==> src/rtl/debug_display.sv <==
`default_nettype none
// ============================================================================
//  Module      : debug_display
//  Description : Board debug front end for the mips core. Debounces two
//                push-buttons that step the checka register-index selector,
//                and scans a snapshotted 32-bit word onto an 8-digit
//                multiplexed active-low 7-segment display.
//  Revision    : 1.0  initial release
// ============================================================================
module debug_display #(
    parameter int N               = 32,
    parameter int DIGIT_CYCLES    = 50000,
    parameter int DEBOUNCE_CYCLES = 1000000
) (
    input  logic         clk,
    input  logic         reset,
    input  logic [7:0]   pclow,
    input  logic [4:0]   state,
    input  logic [N-1:0] check,
    output logic [4:0]   checka,
    input  logic         btn_up,
    input  logic         btn_down,
    input  logic         sw_mode,
    output logic [7:0]   an,
    output logic [6:0]   seg,
    output logic         dp
);

    localparam int DIV_W = (DIGIT_CYCLES > 1) ? $clog2(DIGIT_CYCLES) : 1;
    localparam int DB_W  = (DEBOUNCE_CYCLES > 1) ? $clog2(DEBOUNCE_CYCLES) : 1;
    localparam logic [DIV_W-1:0] DIV_LAST = DIV_W'(DIGIT_CYCLES - 1);
    localparam logic [DB_W-1:0]  DB_LAST  = DB_W'(DEBOUNCE_CYCLES - 1);

    // Bit order of the synchronizer vectors: {sw_mode, btn_down, btn_up}
    logic [2:0] meta_q;
    logic [2:0] sync_q;
    logic [1:0] btn_pulse;   // [0] = up, [1] = down

    logic [4:0]       checka_q, checka_d;
    logic [DIV_W-1:0] div_q, div_d;
    logic [2:0]       idx_q, idx_d;
    logic [31:0]      shadow_q, shadow_d;
    logic             mode_q, mode_d;
    logic [31:0]      word;
    logic [3:0]       nibble;
    logic [7:0]       an_q, an_d;
    logic [6:0]       seg_q, seg_d;
    logic             dp_q, dp_d;

    // Segment pattern for one hex digit, {g,f,e,d,c,b,a} active-low
    function automatic logic [6:0] hex7(input logic [3:0] v);
        logic [6:0] s;
        case (v)
            4'h0: s = 7'h40;  4'h1: s = 7'h79;  4'h2: s = 7'h24;  4'h3: s = 7'h30;
            4'h4: s = 7'h19;  4'h5: s = 7'h12;  4'h6: s = 7'h02;  4'h7: s = 7'h78;
            4'h8: s = 7'h00;  4'h9: s = 7'h10;  4'hA: s = 7'h08;  4'hB: s = 7'h03;
            4'hC: s = 7'h46;  4'hD: s = 7'h21;  4'hE: s = 7'h06;  default: s = 7'h0E;
        endcase
        return s;
    endfunction

    // Two-flop synchronizers for the asynchronous button and switch inputs
    always_ff @(posedge clk) begin
        if (reset) begin
            meta_q <= 3'b000;
            sync_q <= 3'b000;
        end else begin
            meta_q <= {sw_mode, btn_down, btn_up};
            sync_q <= meta_q;
        end
    end

    for (genvar b = 0; b < 2; b++) begin : g_debounce
        logic [DB_W-1:0] cnt_q, cnt_d;
        logic            lvl_q, lvl_d;
        logic            pulse_q, pulse_d;

        // Count consecutive disagreeing samples; flip the level on the last one
        always_comb begin
            cnt_d   = '0;
            lvl_d   = lvl_q;
            pulse_d = 1'b0;
            if (sync_q[b] != lvl_q) begin
                if (cnt_q == DB_LAST) begin
                    lvl_d   = ~lvl_q;
                    pulse_d = ~lvl_q;
                end else begin
                    cnt_d = cnt_q + 1'b1;
                end
            end
        end

        // Debounce state register; reset discards any half-counted press
        always_ff @(posedge clk) begin
            if (reset) begin
                cnt_q   <= '0;
                lvl_q   <= 1'b0;
                pulse_q <= 1'b0;
            end else begin
                cnt_q   <= cnt_d;
                lvl_q   <= lvl_d;
                pulse_q <= pulse_d;
            end
        end

        assign btn_pulse[b] = pulse_q;
    end

    // Step the register index; simultaneous up and down cancel
    always_comb begin
        checka_d = checka_q;
        case (btn_pulse)
            2'b01:   checka_d = checka_q + 5'd1;
            2'b10:   checka_d = checka_q - 5'd1;
            default: checka_d = checka_q;
        endcase
    end

    // Word to be captured at the next frame boundary
    always_comb begin
        word = sync_q[2] ? {pclow, 3'b000, state, 3'b000, checka_q, check[7:0]}
                         : check[31:0];
    end

    // Digit scan: divider, digit index and the once-per-frame snapshot
    always_comb begin
        div_d    = div_q + 1'b1;
        idx_d    = idx_q;
        shadow_d = shadow_q;
        mode_d   = mode_q;
        if (div_q == DIV_LAST) begin
            div_d = '0;
            idx_d = idx_q + 3'd1;
            if (idx_q == 3'd7) begin
                shadow_d = word;
                mode_d   = sync_q[2];
            end
        end
    end

    // Output decode of the current digit from the frozen snapshot
    always_comb begin
        nibble = shadow_q[{idx_q, 2'b00} +: 4];
        an_d   = ~(8'b1 << idx_q);
        seg_d  = hex7(nibble);
        dp_d   = ~((idx_q == 3'd4) && !mode_q);
    end

    // Selector, scan state and registered display outputs
    always_ff @(posedge clk) begin
        if (reset) begin
            checka_q <= 5'd0;
            div_q    <= '0;
            idx_q    <= 3'd0;
            shadow_q <= 32'd0;
            mode_q   <= 1'b0;
            an_q     <= 8'hFE;
            seg_q    <= 7'h40;
            dp_q     <= 1'b1;
        end else begin
            checka_q <= checka_d;
            div_q    <= div_d;
            idx_q    <= idx_d;
            shadow_q <= shadow_d;
            mode_q   <= mode_d;
            an_q     <= an_d;
            seg_q    <= seg_d;
            dp_q     <= dp_d;
        end
    end

    assign checka = checka_q;
    assign an     = an_q;
    assign seg    = seg_q;
    assign dp     = dp_q;

endmodule
`default_nettype wire
==> config.mk <==
export PLATFORM = sky130hd
export DESIGN_NAME = debug_display
export DESIGN_NICKNAME = d
export VERILOG_FILES = /design/src/rtl/debug_display.sv
export SDC_FILE = /design/constraint.sdc
export NUM_CORES = 1
export LEC_CHECK = 0
export ABC_AREA = 1
export BUFFER_PORTS_ARGS = -buffer_cell sky130_fd_sc_hd__buf_4
export CAP_MARGIN = 30
export CORE_MARGIN = 3
export CORE_UTILIZATION = 30
export DETAILED_ROUTE_END_ITERATION = 12
export PLACE_DENSITY = 0.46
export SLEW_MARGIN = 20
export SYNTH_ARGS = -nofsm -noshare
export SYNTH_HDL_FRONTEND = slang
export SYNTH_SLANG_ARGS = --single-unit
==> constraint.sdc <==
create_clock -name clk -period 4.5 [get_ports clk]
set_input_delay 0.675 -clock clk [delete_from_list [all_inputs] [get_ports clk]]
set_output_delay 0.675 -clock clk [all_outputs]
set_load 0.01 [all_outputs]
# Word-level counts from Yosys, hierarchy flattened
# Memory sizes are Yosys's and may differ from the RTL's. A register that Yosys moved wholly into a read port is not among the register bits.
# Cells that the tools add are included.
dict set report totals {
  rom_bits 112
  word_cells 54
  regBits 116
  output_inout_bits 21
  in_bits 50
  mem_count 1
}
# memory words word_bits rd rd_ports_with_merged_regs wr line_no
set mem_list {}
lappend mem_list {{(no name shown)} 16 7 1 1 0 53} ;# case (v)
dict set report op_classes {
  mux 2
  n_shift 2
  bitwise_logic 8
  add_sub_neg 6
  reduce_logical 11
  eq_ne 9
}
# cell count
set ops {}
lappend ops {{adder 20 x 1 -> 20 bit (second input constant)} 2}
lappend ops {{equality test 20 bit (second input constant)} 2}
lappend ops {{two-way mux 32 bit} 1}
lappend ops {{indexed part select 32 x 6 -> 4 bit} 1}
lappend ops {{adder 16 x 1 -> 16 bit (second input constant)} 1}
lappend ops {{equality test 16 bit (second input constant)} 1}
lappend ops {{OR reduction 3 bit} 4}
lappend ops {{case mux 5 bit (2 select lines)} 1}
lappend ops {{NOT 8 bit} 1}
lappend ops {{<< shifter 1 x 3 -> 8 bit (first input constant)} 1}
lappend ops {{NOT 1 bit} 7}
lappend ops {{equality test 3 bit (second input constant)} 2}
lappend ops {{AND reduction 2 bit} 3}
lappend ops {{adder 5 x 1 -> 5 bit (second input constant)} 1}
lappend ops {{subtractor 5 x 1 -> 5 bit (second input constant)} 1}
lappend ops {{adder 3 x 1 -> 3 bit (second input constant)} 1}
lappend ops {{equality test 2 x 1 -> 1 bit (second input constant)} 1}
lappend ops {{equality test 2 bit (second input constant)} 1}
lappend ops {{inequality test 1 bit} 2}
lappend ops {{nonzero test 2 bit} 1}
lappend ops {{OR reduction 2 bit} 1}
lappend ops {{logical AND 1 bit} 1}
lappend ops {{logical NOT 1 bit} 1}

# Depth between registers and ports, before layout
# Gate-level depths: netlist of run 1.
dict set report depth {
  depth_word 3
  mapped_depth 14
  ltp_nobuf 12
}

# Worst setup path after synthesis of run 1
# OpenSTA, ideal clock, no wires.
dict set report synth_path {
  path_kind {reg2reg}
  start {register idx_q[0]}
  end {register seg_q[1] (netlist: seg[1])}
  path_stages_with_launch 11
  required_ns 4.385
  setup_slack_ns 2.626
  path_buffers 2
  setup_time_ns 0.115
  arrival_ns 1.759
  synth_period_minus_slack_ns 1.874
  cell_sequence {dfxtp_1 -> buf_4 -> buf_2 -> nand2_1 -> nand3_1 -> nand2_1 -> o21ai_0 -> ha_1 -> nand3_1 -> a21oi_1 -> and2_1}
}
dict set report synth_via {
  elab_chain_len 1
}
# element line_no
set synth_rtl {}
lappend synth_rtl {{start: declaration} 41} ;# logic [2:0] idx_q, idx_d;
lappend synth_rtl {{start signal: assignment} 163} ;# idx_q <= idx_d;
lappend synth_rtl {{indexed part select 32 x 6 -> 4 bit} 143} ;# nibble = shadow_q[{idx_q, 2'b00} +: 4];
lappend synth_rtl {{end: declaration} 47} ;# logic [6:0] seg_q, seg_d;
# Every way passes these cells.
# A chain may end at the register's enable or synchronous reset.

# Final worst setup path of run 1
dict set report layout_path {
  start {register idx_q[0]}
  end {register shadow_q[24]}
}
dict set report layout_via {
  elab_chain_len 2
}
# element line_no
set layout_rtl {}
lappend layout_rtl {{equality test 3 bit} 134} ;# if (idx_q == 3'd7) begin
lappend layout_rtl {{AND reduction 2 bit (no source line)} n/a}
lappend layout_rtl {{end signal: assignment} 164} ;# shadow_q <= shadow_d;
lappend layout_rtl {{end: declaration} 42} ;# logic [31:0] shadow_q, shadow_d;
# Every way passes these cells.

==> impl_metrics.tcl, run 1 <==
set metrics [dict create \
    die_w_um 149 \
    rsz0062_at_grt "false" \
    drtIter0Drc 305 \
    clock_latency_ns 0.41 \
    crit_fanout 51 \
    fin_crit_sh_pct 63.2 \
    finalMaxSlewViolations 0 \
    power_mw 2.39 \
    holdPathStages 2 \
    areaGrowthSynthToFinish_pct 19.9 \
    dr.pass1.iters 4 \
    diodes 0 \
    finalSetupTns_ns 0 \
    syn_area_um2 6150 \
    fin_area_um2 7380 \
    critPathMaxStageDelay_ns 0.81 \
    ios 71 \
    status "complete, no violations" \
    hold_buffers 0 \
    power-per-cell-area_nw_per_um2 324 \
    yosysUniqueCellTypes 36 \
    finalHoldViolCount 0 \
    post-cts-setup-buffer-count 0 \
    via_per_inst 4.51 \
    die_h_um 149 \
    route.detailed.drc 0 \
    syn_nets 940 \
    htreeDepth 4 \
    p_leak_nw 2.83 \
    grtUsageTotal_pct 14.0 \
    r2r_end "shadow_q[24]$_SDFFE_PP0P_" \
    cts_max_path_buffers 2 \
    avgSynthCellArea_um2 7.06 \
    holdPathEnd "sync_q[1]$_SDFF_PP0_" \
    tightest_slew_ns 0.836 \
    cp-start-kind "flop" \
    ys.flop_type "dfxtp_1" \
    maxCapViolations 0 \
    numPortBuffers 70 \
    yosysSeqAreaShare_pct 40.0 \
    final_core_util_pct 37.3 \
    cts-buffers-inserted 17 \
    syn_inst 872 \
    arrival_ns 3.18 \
    crit_family "simple AND/OR/NAND/NOR gates" \
    critPathKind "reg -> reg" \
    cts.clk_slew.worst_paths_ns 0.05 \
    grt-ovfl-total 0 \
    cts_tree "built" \
    grt_pass1_wl_um 25100 \
    grt_pass1_vias 5122 \
    finish.net_count 999 \
    worstSetupEndpointType "flop" \
    root_buffer "clkbuf_16" \
    fmax_ghz 0.352 \
    antenna_left 0 \
    slew_headroom_pct 44.1 \
    setup_viol 0 \
    core_um2 19800 \
    die_area_um2 22300 \
    start_util_pct 31.1 \
    wl_um 15100 \
    antenna_found_initial 0 \
    ys_seq_elements 123 \
    wl_per_cell_um 12.5 \
    fin_worst_skew_ns 0.00781 \
    grt_max_degree 54 \
    min_from "meta_q[1]$_SDFF_PP0_" \
    crit_required_ns 4.84 \
    layout-drive-gt1-share_pct 11.5 \
    crit_path_top_delay_cell "dfxtp_1" \
    placed_cells 1177 \
    min_period_ns 2.84 \
    r2r_slack_ns 1.66 \
    worstPathCellList "ha_1 > ha_1 > nand3_4 > or2_2 > a21oi_1" \
    r2r_cells 5 \
    gp_congestion 0.834 \
    r2r_start "idx_q[0]$_SDFFE_PP0P_" \
    post_cts_resized 0 \
    crit_buf_inv 0 \
    dp_hpwl_um 10800 \
    clock_sinks 123 \
    vias 5441 \
    yosysWarnings 0 \
    cp_common_cell "ha_1" \
    dpl_cell_area_um2 6860 \
    holdCritPathClass "reg -> reg" \
    max-vdd-ir-drop_mv 0.256 \
    final_cells 1207 \
    rows 51 \
    async_flop_share_pct 0 \
    synth_edf_count 0 \
]
==> flip-flops by register name, summed over array words and instances (netlist names), 3 cells and up <==
name and flops:
an 8, checka 5, div_q 16, idx_q 3
sync_q 3, meta_q 3, g_debounce.cnt_q 40, shadow_q 32
seg 7
==> power by group <==
| group | switching, mW | leakage (nW) | internal [mW] | total, mW |
|---|---|---|---|---|
| sequential | 0.00320 | 0.993 | 1.10 | 1.10 |
| clock | 0.461 | 0.254 | 0.755 | 1.22 |
| combinational | 0.0358 | 1.58 | 0.0390 | 0.0748 |
| total | 0.500 | 2.83 | 1.89 | 2.39 |
==> cell usage in the layout (no fill, tap or decap), types with 22 or more instances in the layout <==
| cell type | count |
|---|---|
| nand4_1 | 37 |
| a21oi_1 | 70 |
| nand3_1 | 66 |
| nand2_1 | 196 |
| nor2_1 | 96 |
| nor3_1 | 22 |
| buf_4 | 71 |
| dfxtp_1 | 123 |
| inv_1 | 101 |
==> worst register-to-register path, stage by stage, from the launching register on <==
cell and delay [ns]:
dfxtp_1 0.81, ha_1 0.30, ha_1 0.57, nand3_4 0.51
or2_2 0.47, a21oi_1 0.12
==> kinds of logic after synthesis <==
logic type | count (synthesis) | synth area share (%)
AO/OA/AOI/OAI | 96 | 7.97
XOR/XNOR | 21 | 2.99
adder cells (fa/ha/maj) | 18 | 3.66
buffers and inverters | 138 | 9.11
flip-flops | 123 | 40.0
multiplexers | 18 | 2.93
AND/OR/NAND/NOR | 458 | 33.3
==> through the flow <==
stage	setup slack, ns	hold WS (ns)
after floorplan	2.63	0.388
after global placement	1.56	0.390
after detailed placement	1.49	0.392
after CTS	1.61	0.399
after global routing	1.32	0.411
final	1.66	0.399
==> worst max-delay path by stage <==
stage	endpoint	slack [ns]	start	depth (start not counted)
5_1_grt	shadow_q[24]$_SDFFE_PP0P_	1.32	idx_q[0]$_SDFFE_PP0P_	5
6_report	shadow_q[24]$_SDFFE_PP0P_	1.66	idx_q[0]$_SDFFE_PP0P_	5
4_1_cts	shadow_q[24]$_SDFFE_PP0P_	1.61	idx_q[0]$_SDFFE_PP0P_	5
2_1_floorplan	seg[1]$_SDFF_PP0_	2.63	idx_q[0]$_SDFFE_PP0P_	10
3_5_place_dp	g_debounce[1].cnt_q[0]$_SDFF_PP0_	1.49	reset	4
3_3_place_gp	g_debounce[1].cnt_q[2]$_SDFF_PP0_	1.56	reset	4
==> synth_stat cells (2+ instances only) <==
master	number	share of area (%)
nor3_1	22	1.8
buf_6	2	0.37
inv_1	101	6.2
a21oi_1	70	5.7
clkinv_1	2	0.12
dfxtp_1	123	40
xor2_1	17	2.4
xnor2_1	4	0.57
inv_2	3	0.18
nand4_1	37	3.8
or2_0	20	2.0
or2_2	5	0.51
a31oi_1	2	0.20
nand3b_1	3	0.37
nor2_4	2	0.37
mux2i_1	18	2.9
buf_4	2	0.24
buf_2	14	1.1
nor2_1	96	5.9
nor4_1	6	0.61
clkbuf_1	12	0.73
o21ai_0	20	1.6
nand3_1	66	5.4
nand2_1	196	12
ha_1	18	3.7
==> final cells by class <==
cell class                      count  area (um^2)
Sequential cell                   123         2460
Clock inverter                      2         10.0
Tap cell                          265          332
Clock buffer                       28          507
Fill cell                        2155        12400
Multi-Input combinational cell    611         3130
Timing Repair Buffer               71          533
Inverter                          107          404
==> metal layers <==
metal | vias up | track usage (%) | wire (um)
met5 | - | 0 | 0
met4 | 0 | 4.21 | 167
li1 | 2940 | - | -
met1 | 2408 | 18.4 | 7330
met2 | 79 | 22.4 | 6890
met3 | 14 | 3.98 | 667
(Power assumes the default switching activity.)
==> run 2, diff against run 1 <==
--- a/config.mk
+++ b/config.mk
@@ -11,7 +11,7 @@
 export CORE_MARGIN = 3
 export CORE_UTILIZATION = 30
 export DETAILED_ROUTE_END_ITERATION = 12
-export PLACE_DENSITY = 0.46
+export PLACE_DENSITY = 0.47
 export SLEW_MARGIN = 20
 export SYNTH_ARGS = -nofsm -noshare
 export SYNTH_HDL_FRONTEND = slang
==> constraint.sdc (replaced) <==
create_clock -name clk -period 2.5 [get_ports clk]
set_input_delay 0.375 -clock clk [delete_from_list [all_inputs] [get_ports clk]]
set_output_delay 0.375 -clock clk [all_outputs]
set_load 0.01 [all_outputs]
==> impl_metrics.tcl, run 2 (same netlist as run 1, synthesis figures left out) <==
set metrics [dict create \
    final_common_cell "nand2_1" \
    grt-ovfl-total 0 \
    worstSetupEndpointType "flop" \
    clock_latency_ns 0.41 \
    r2r_start "idx_q[0]$_SDFFE_PP0P_" \
    die_w_um 149 \
    fin_crit_sh_pct 87.8 \
    rsz0062_at_grt "false" \
    post-place-ws_ns 0.306 \
    post_cts_resized 0 \
    core_um2 19800 \
    holdCritPathClass "in -> reg" \
    largest_reg_flops 40 \
    finalSetupTns_ns 0 \
    layout_common_cells "nand2_1, dfxtp_1, inv_1, nor2_1, buf_4" \
    switchingPower_uw 925 \
    crit_path_top_delay_cell "dfxtp_1" \
    root_buffer "clkbuf_16" \
    worst-path-stages 9 \
    arrival_ns 2.50 \
    startpoint "idx_q[0]$_SDFFE_PP0P_" \
    holdPathEnd "meta_q[2]$_SDFF_PP0_" \
    p_leak_nw 2.94 \
    cts-buffers-inserted 17 \
    multi_input_area_um2 3130 \
    fmax_ghz 0.456 \
    dp_hpwl_um 11200 \
    numPortBuffers 70 \
    antenna_left 0 \
    netSwitchingFraction_pct 20.1 \
    via_per_inst 4.45 \
    vias 5438 \
    grt_max_degree 43 \
    min_period_ns 2.19 \
    slew_headroom_pct 67.4 \
    fin_worst_skew_ns 0.00876 \
    nFillCells 2126 \
    route.detailed.drc 0 \
    wl_per_cell_um 12.4 \
    critPathMaxStageDelay_ns 0.56 \
    reg_top3 "g_debounce.cnt_q x40, shadow_q x32, div_q x16" \
    cp-start-kind "flop" \
    diodes 0 \
    power-per-cell-area_nw_per_um2 610 \
    crit_fanout 11 \
    crit_family "flip-flops" \
    grtUsageTotal_pct 14.3 \
    hold_buffers 0 \
    layout_setup_ws_ns 0.306 \
    ios 71 \
    finalHoldViolCount 0 \
    grt_pass1_vias 5224 \
    cts.clk_slew.worst_paths_ns 0.06 \
    crit_buf_inv 1 \
    areaGrowthSynthToFinish_pct 22.8 \
    clock_sinks 123 \
    finish.net_count 1012 \
    holdPathStages 3 \
    die_h_um 149 \
    combPwrFrac_pct 3.1 \
    final_core_util_pct 38.2 \
    p_int_mw 3.68 \
    r2r_slack_ns 0.31 \
    power_mw 4.61 \
    dr.pass1.iters 4 \
    largest-register "g_debounce.cnt_q" \
    crit_required_ns 2.81 \
    status "complete, no violations" \
    tightest_slew_ns 0.484 \
    finalMaxSlewViolations 0 \
    final-seq-area_um2 2460 \
    min_from "sw_mode" \
    drtIter0Drc 296 \
    gp_congestion 0.868 \
    wl_um 15100 \
    seq_power_share_pct 42.9 \
    maxCapViolations 0 \
    hold_ws_ns 0.167 \
    max-vdd-ir-drop_mv 0.426 \
    post-cts-setup-buffer-count 0 \
    cts_max_path_buffers 2 \
    antenna_found_initial 0 \
    die_area_um2 22300 \
    r2r_cells 9 \
    critPathKind "reg -> reg" \
    r2r_end "seg[1]$_SDFF_PP0_" \
    clkPwrFrac_pct 54.0 \
    cts_tree "built" \
    start_util_pct 31.1 \
    grt_pass1_wl_um 25600 \
    htreeDepth 4 \
    worstPathCellList "buf_4 > nand2_1 > nand3_1 > nand2_1 > o21ai_0 > ha_1 > nand3_1 > a21oi_1 > and2_1" \
    setup_viol 0 \
    layout-drive-gt1-share_pct 13.2 \
    rows 51 \
]
[run 2: worst max-delay path by stage]
stage / end / slack [ns]
5_1_grt: seg[1]$_SDFF_PP0_ / 0.08
6_report: seg[1]$_SDFF_PP0_ / 0.31
3_3_place_gp: seg[1]$_SDFF_PP0_ / 0.39
3_5_place_dp: seg[1]$_SDFF_PP0_ / 0.31
4_1_cts: seg[1]$_SDFF_PP0_ / 0.29
2_1_floorplan: seg[1]$_SDFF_PP0_ / 0.63
[run 2: final cells by class]
cell class | instances | area share, %
clock buffer | 24 | 6.38
timing repair buffer | 84 | 8.35
multi-input combinational | 611 | 41.4
inverter | 107 | 5.35
clock inverter | 8 | 1.52
sequential | 123 | 32.6
tap | 265 | 4.39
[run 2: stage by stage]
stage,instances,area [um^2]
2_1_floorplan,872,6150
3_3_place_gp,1190,6960
3_5_place_dp,1190,6960
4_1_cts,1222,7550
5_1_grt,1222,7550
6_report,1222,7550
[run 2: power by group through the flow]
stage / logic (mW) / clock network (mW) / registers (mW)
CTS: 0.150 / 2.56 / 1.98
floorplan: 0.0623 / 0 / 2.02
finish: 0.145 / 2.49 / 1.98
global placement: 0.150 / 0 / 2.02
detailed placement: 0.149 / 0 / 2.02
global route: 0.163 / 2.66 / 1.98
[run 2: worst min-delay path, stage by stage]
cell and delay (ns):
buf_4 0.08, inv_1 0.03, nor2_1 0.06
[run 2: layer usage]
metal  track usage (%)  wire length [um]  vias up
met4              4.94               134        0
met2              22.7              7060       75
met5                 0                 0        -
met1              19.0              7320     2395
li1                  -                 -     2960
met3              3.46               610        8
==> run 3, diff against run 2 <==
--- a/config.mk
+++ b/config.mk
@@ -11,7 +11,7 @@
 export CORE_MARGIN = 3
 export CORE_UTILIZATION = 30
 export DETAILED_ROUTE_END_ITERATION = 12
-export PLACE_DENSITY = 0.47
+export PLACE_DENSITY = 0.46
 export SLEW_MARGIN = 20
 export SYNTH_ARGS = -nofsm -noshare
 export SYNTH_HDL_FRONTEND = slang
==> constraint.sdc (replaced) <==
create_clock -name clk -period 1.9 [get_ports clk]
set_input_delay 0.285 -clock clk [delete_from_list [all_inputs] [get_ports clk]]
set_output_delay 0.285 -clock clk [all_outputs]
set_load 0.01 [all_outputs]
==> impl_metrics.tcl, run 3 (same netlist as run 1, synthesis figures left out) <==
set metrics [dict create \
    status "complete, no violations" \
    p_int_mw 4.81 \
    seq_power_share_pct 43.1 \
    crit_fanout 9 \
    diodes 0 \
    multi_input_area_um2 3130 \
    wl_per_cell_um 12.5 \
    fmax_ghz 0.570 \
    areaGrowthSynthToFinish_pct 26.6 \
    die_area_um2 22300 \
    finalMaxSlewViolations 0 \
    layout-drive-gt1-share_pct 15.6 \
    finalHoldViolCount 0 \
    grtUsageTotal_pct 14.4 \
    gp_congestion 0.811 \
    crit_end "seg[1]$_SDFF_PP0_" \
    placed_cells 1210 \
    r2r_slack_ns 0.15 \
    rows 51 \
    p_leak_nw 3.06 \
    dp_hpwl_um 11600 \
    fin_crit_sh_pct 92.3 \
    die_h_um 149 \
    start_util_pct 31.1 \
    maxCapViolations 0 \
    slew_headroom_pct 70.9 \
    core_um2 19800 \
    clock_sinks 123 \
    ios 71 \
    cts_max_path_buffers 2 \
    numPortBuffers 70 \
    layout_common_cells "nand2_1, dfxtp_1, inv_1, buf_4, nor2_1" \
    clock_latency_ns 0.41 \
    grt_pass1_vias 5369 \
    r2r_end "seg[1]$_SDFF_PP0_" \
    antenna_found_initial 0 \
    vias 5593 \
    die_w_um 149 \
    final-seq-area_um2 2470 \
    rsz0062_at_grt "false" \
    dr.pass1.iters 4 \
    largest_reg_flops 40 \
    finish.net_count 1034 \
    grt_max_degree 30 \
    setup_viol 0 \
    cp-start-kind "flop" \
    cts_tree "built" \
    max-vdd-ir-drop_mv 0.662 \
    wl_um 15500 \
    fin_worst_skew_ns 0.00704 \
    tightest_slew_ns 0.433 \
    power_mw 6.04 \
    min_from "sw_mode" \
    netSwitchingFraction_pct 20.3 \
    final_common_cell "nand2_1" \
    min_period_ns 1.75 \
    root_buffer "clkbuf_16" \
    finalSetupTns_ns 0 \
    cts-buffers-inserted 17 \
    route.detailed.drc 0 \
    critPathKind "reg -> reg" \
    crit_required_ns 2.21 \
    antenna_left 0 \
    power-per-cell-area_nw_per_um2 776 \
    switchingPower_mw 1.23 \
    final_core_util_pct 39.4 \
    r2r_start "idx_q[1]$_SDFFE_PP0P_" \
    cts.clk_slew.worst_paths_ns 0.05 \
    combPwrFrac_pct 3.3 \
    nFillCells 2110 \
    arrival_ns 2.06 \
    r2r_cells 9 \
    grt_pass1_wl_um 25900 \
    clkPwrFrac_pct 53.6 \
    hold_buffers 0 \
    htreeDepth 4 \
    drtIter0Drc 225 \
    holdCritPathClass "in -> reg" \
    worstSetupEndpointType "flop" \
    reg_top3 "g_debounce.cnt_q x40, shadow_q x32, div_q x16" \
    final_cells 1243 \
    startpoint "idx_q[1]$_SDFFE_PP0P_" \
    via_per_inst 4.50 \
    largest-register "g_debounce.cnt_q" \
    grt-ovfl-total 0 \
]
-- run 3: critical path, stage by stage (launching register included) --
cell and delay, ns:
dfxtp_2 0.37, buf_4 0.19, nand3_1 0.15, nand3_1 0.11
o21ai_0 0.09, buf_4 0.16, ha_1 0.28, nand3_1 0.10
a21oi_1 0.06, and2_1 0.14
-- run 3: through the flow --
stage | area (um^2) | hold WS, ns | worst slack, ns
finish | 7790 | 0.0839 | 0.146
global route | 7790 | 0.0864 | 0.00135
CTS | 7740 | 0.0598 | 0.0215
detailed placement | 7160 | 0.392 | 0.0255
global placement | 7160 | 0.396 | 0.0489
floorplan | 6150 | 0.388 | 0.0261
-- run 3: worst min-delay path by stage --
| stage | to | slack, ns | depth (start not counted) |
|---|---|---|---|
| after floorplan | sync_q[0]$_SDFF_PP0_ | 0.39 | 2 |
| after global placement | sync_q[2]$_SDFF_PP0_ | 0.40 | 2 |
| after detailed placement | sync_q[2]$_SDFF_PP0_ | 0.39 | 2 |
| after CTS | meta_q[2]$_SDFF_PP0_ | 0.06 | 3 |
| after global routing | meta_q[0]$_SDFF_PP0_ | 0.09 | 3 |
| final | meta_q[2]$_SDFF_PP0_ | 0.08 | 3 |
-- run 3: repair_timing --
action | 4_1_cts | 5_1_grt
gates resized for setup | 0 | 9
setup buffers | 0 | 2
endpoints found under the setup margin | 0 | 30
-- run 3: power by group through the flow --
stage	sequential, mW	combinational (mW)	clock [mW]
2_1_floorplan	2.65	0.0820	0
5_1_grt	2.60	0.222	3.44
4_1_cts	2.60	0.205	3.34
3_3_place_gp	2.66	0.204	0
6_report	2.60	0.199	3.24
3_5_place_dp	2.66	0.204	0
-- run 3: cell type report --
type,count,share of cell area (%)
clock buffers,23,6.01
multi-input cells,611,40.2
repair buffers,106,11.1
flip-flops and latches,123,31.7
well taps,265,4.26
clock inverters,8,1.51
inverters,107,5.19
-- run 3: per-layer routing --
metal,track usage [%],share of wire (%),vias up
met5,0,0,-
met4,4.12,0.91,0
met3,3.65,3.6,12
met2,23.5,47,76
met1,19.1,49,2493
li1,-,-,3012
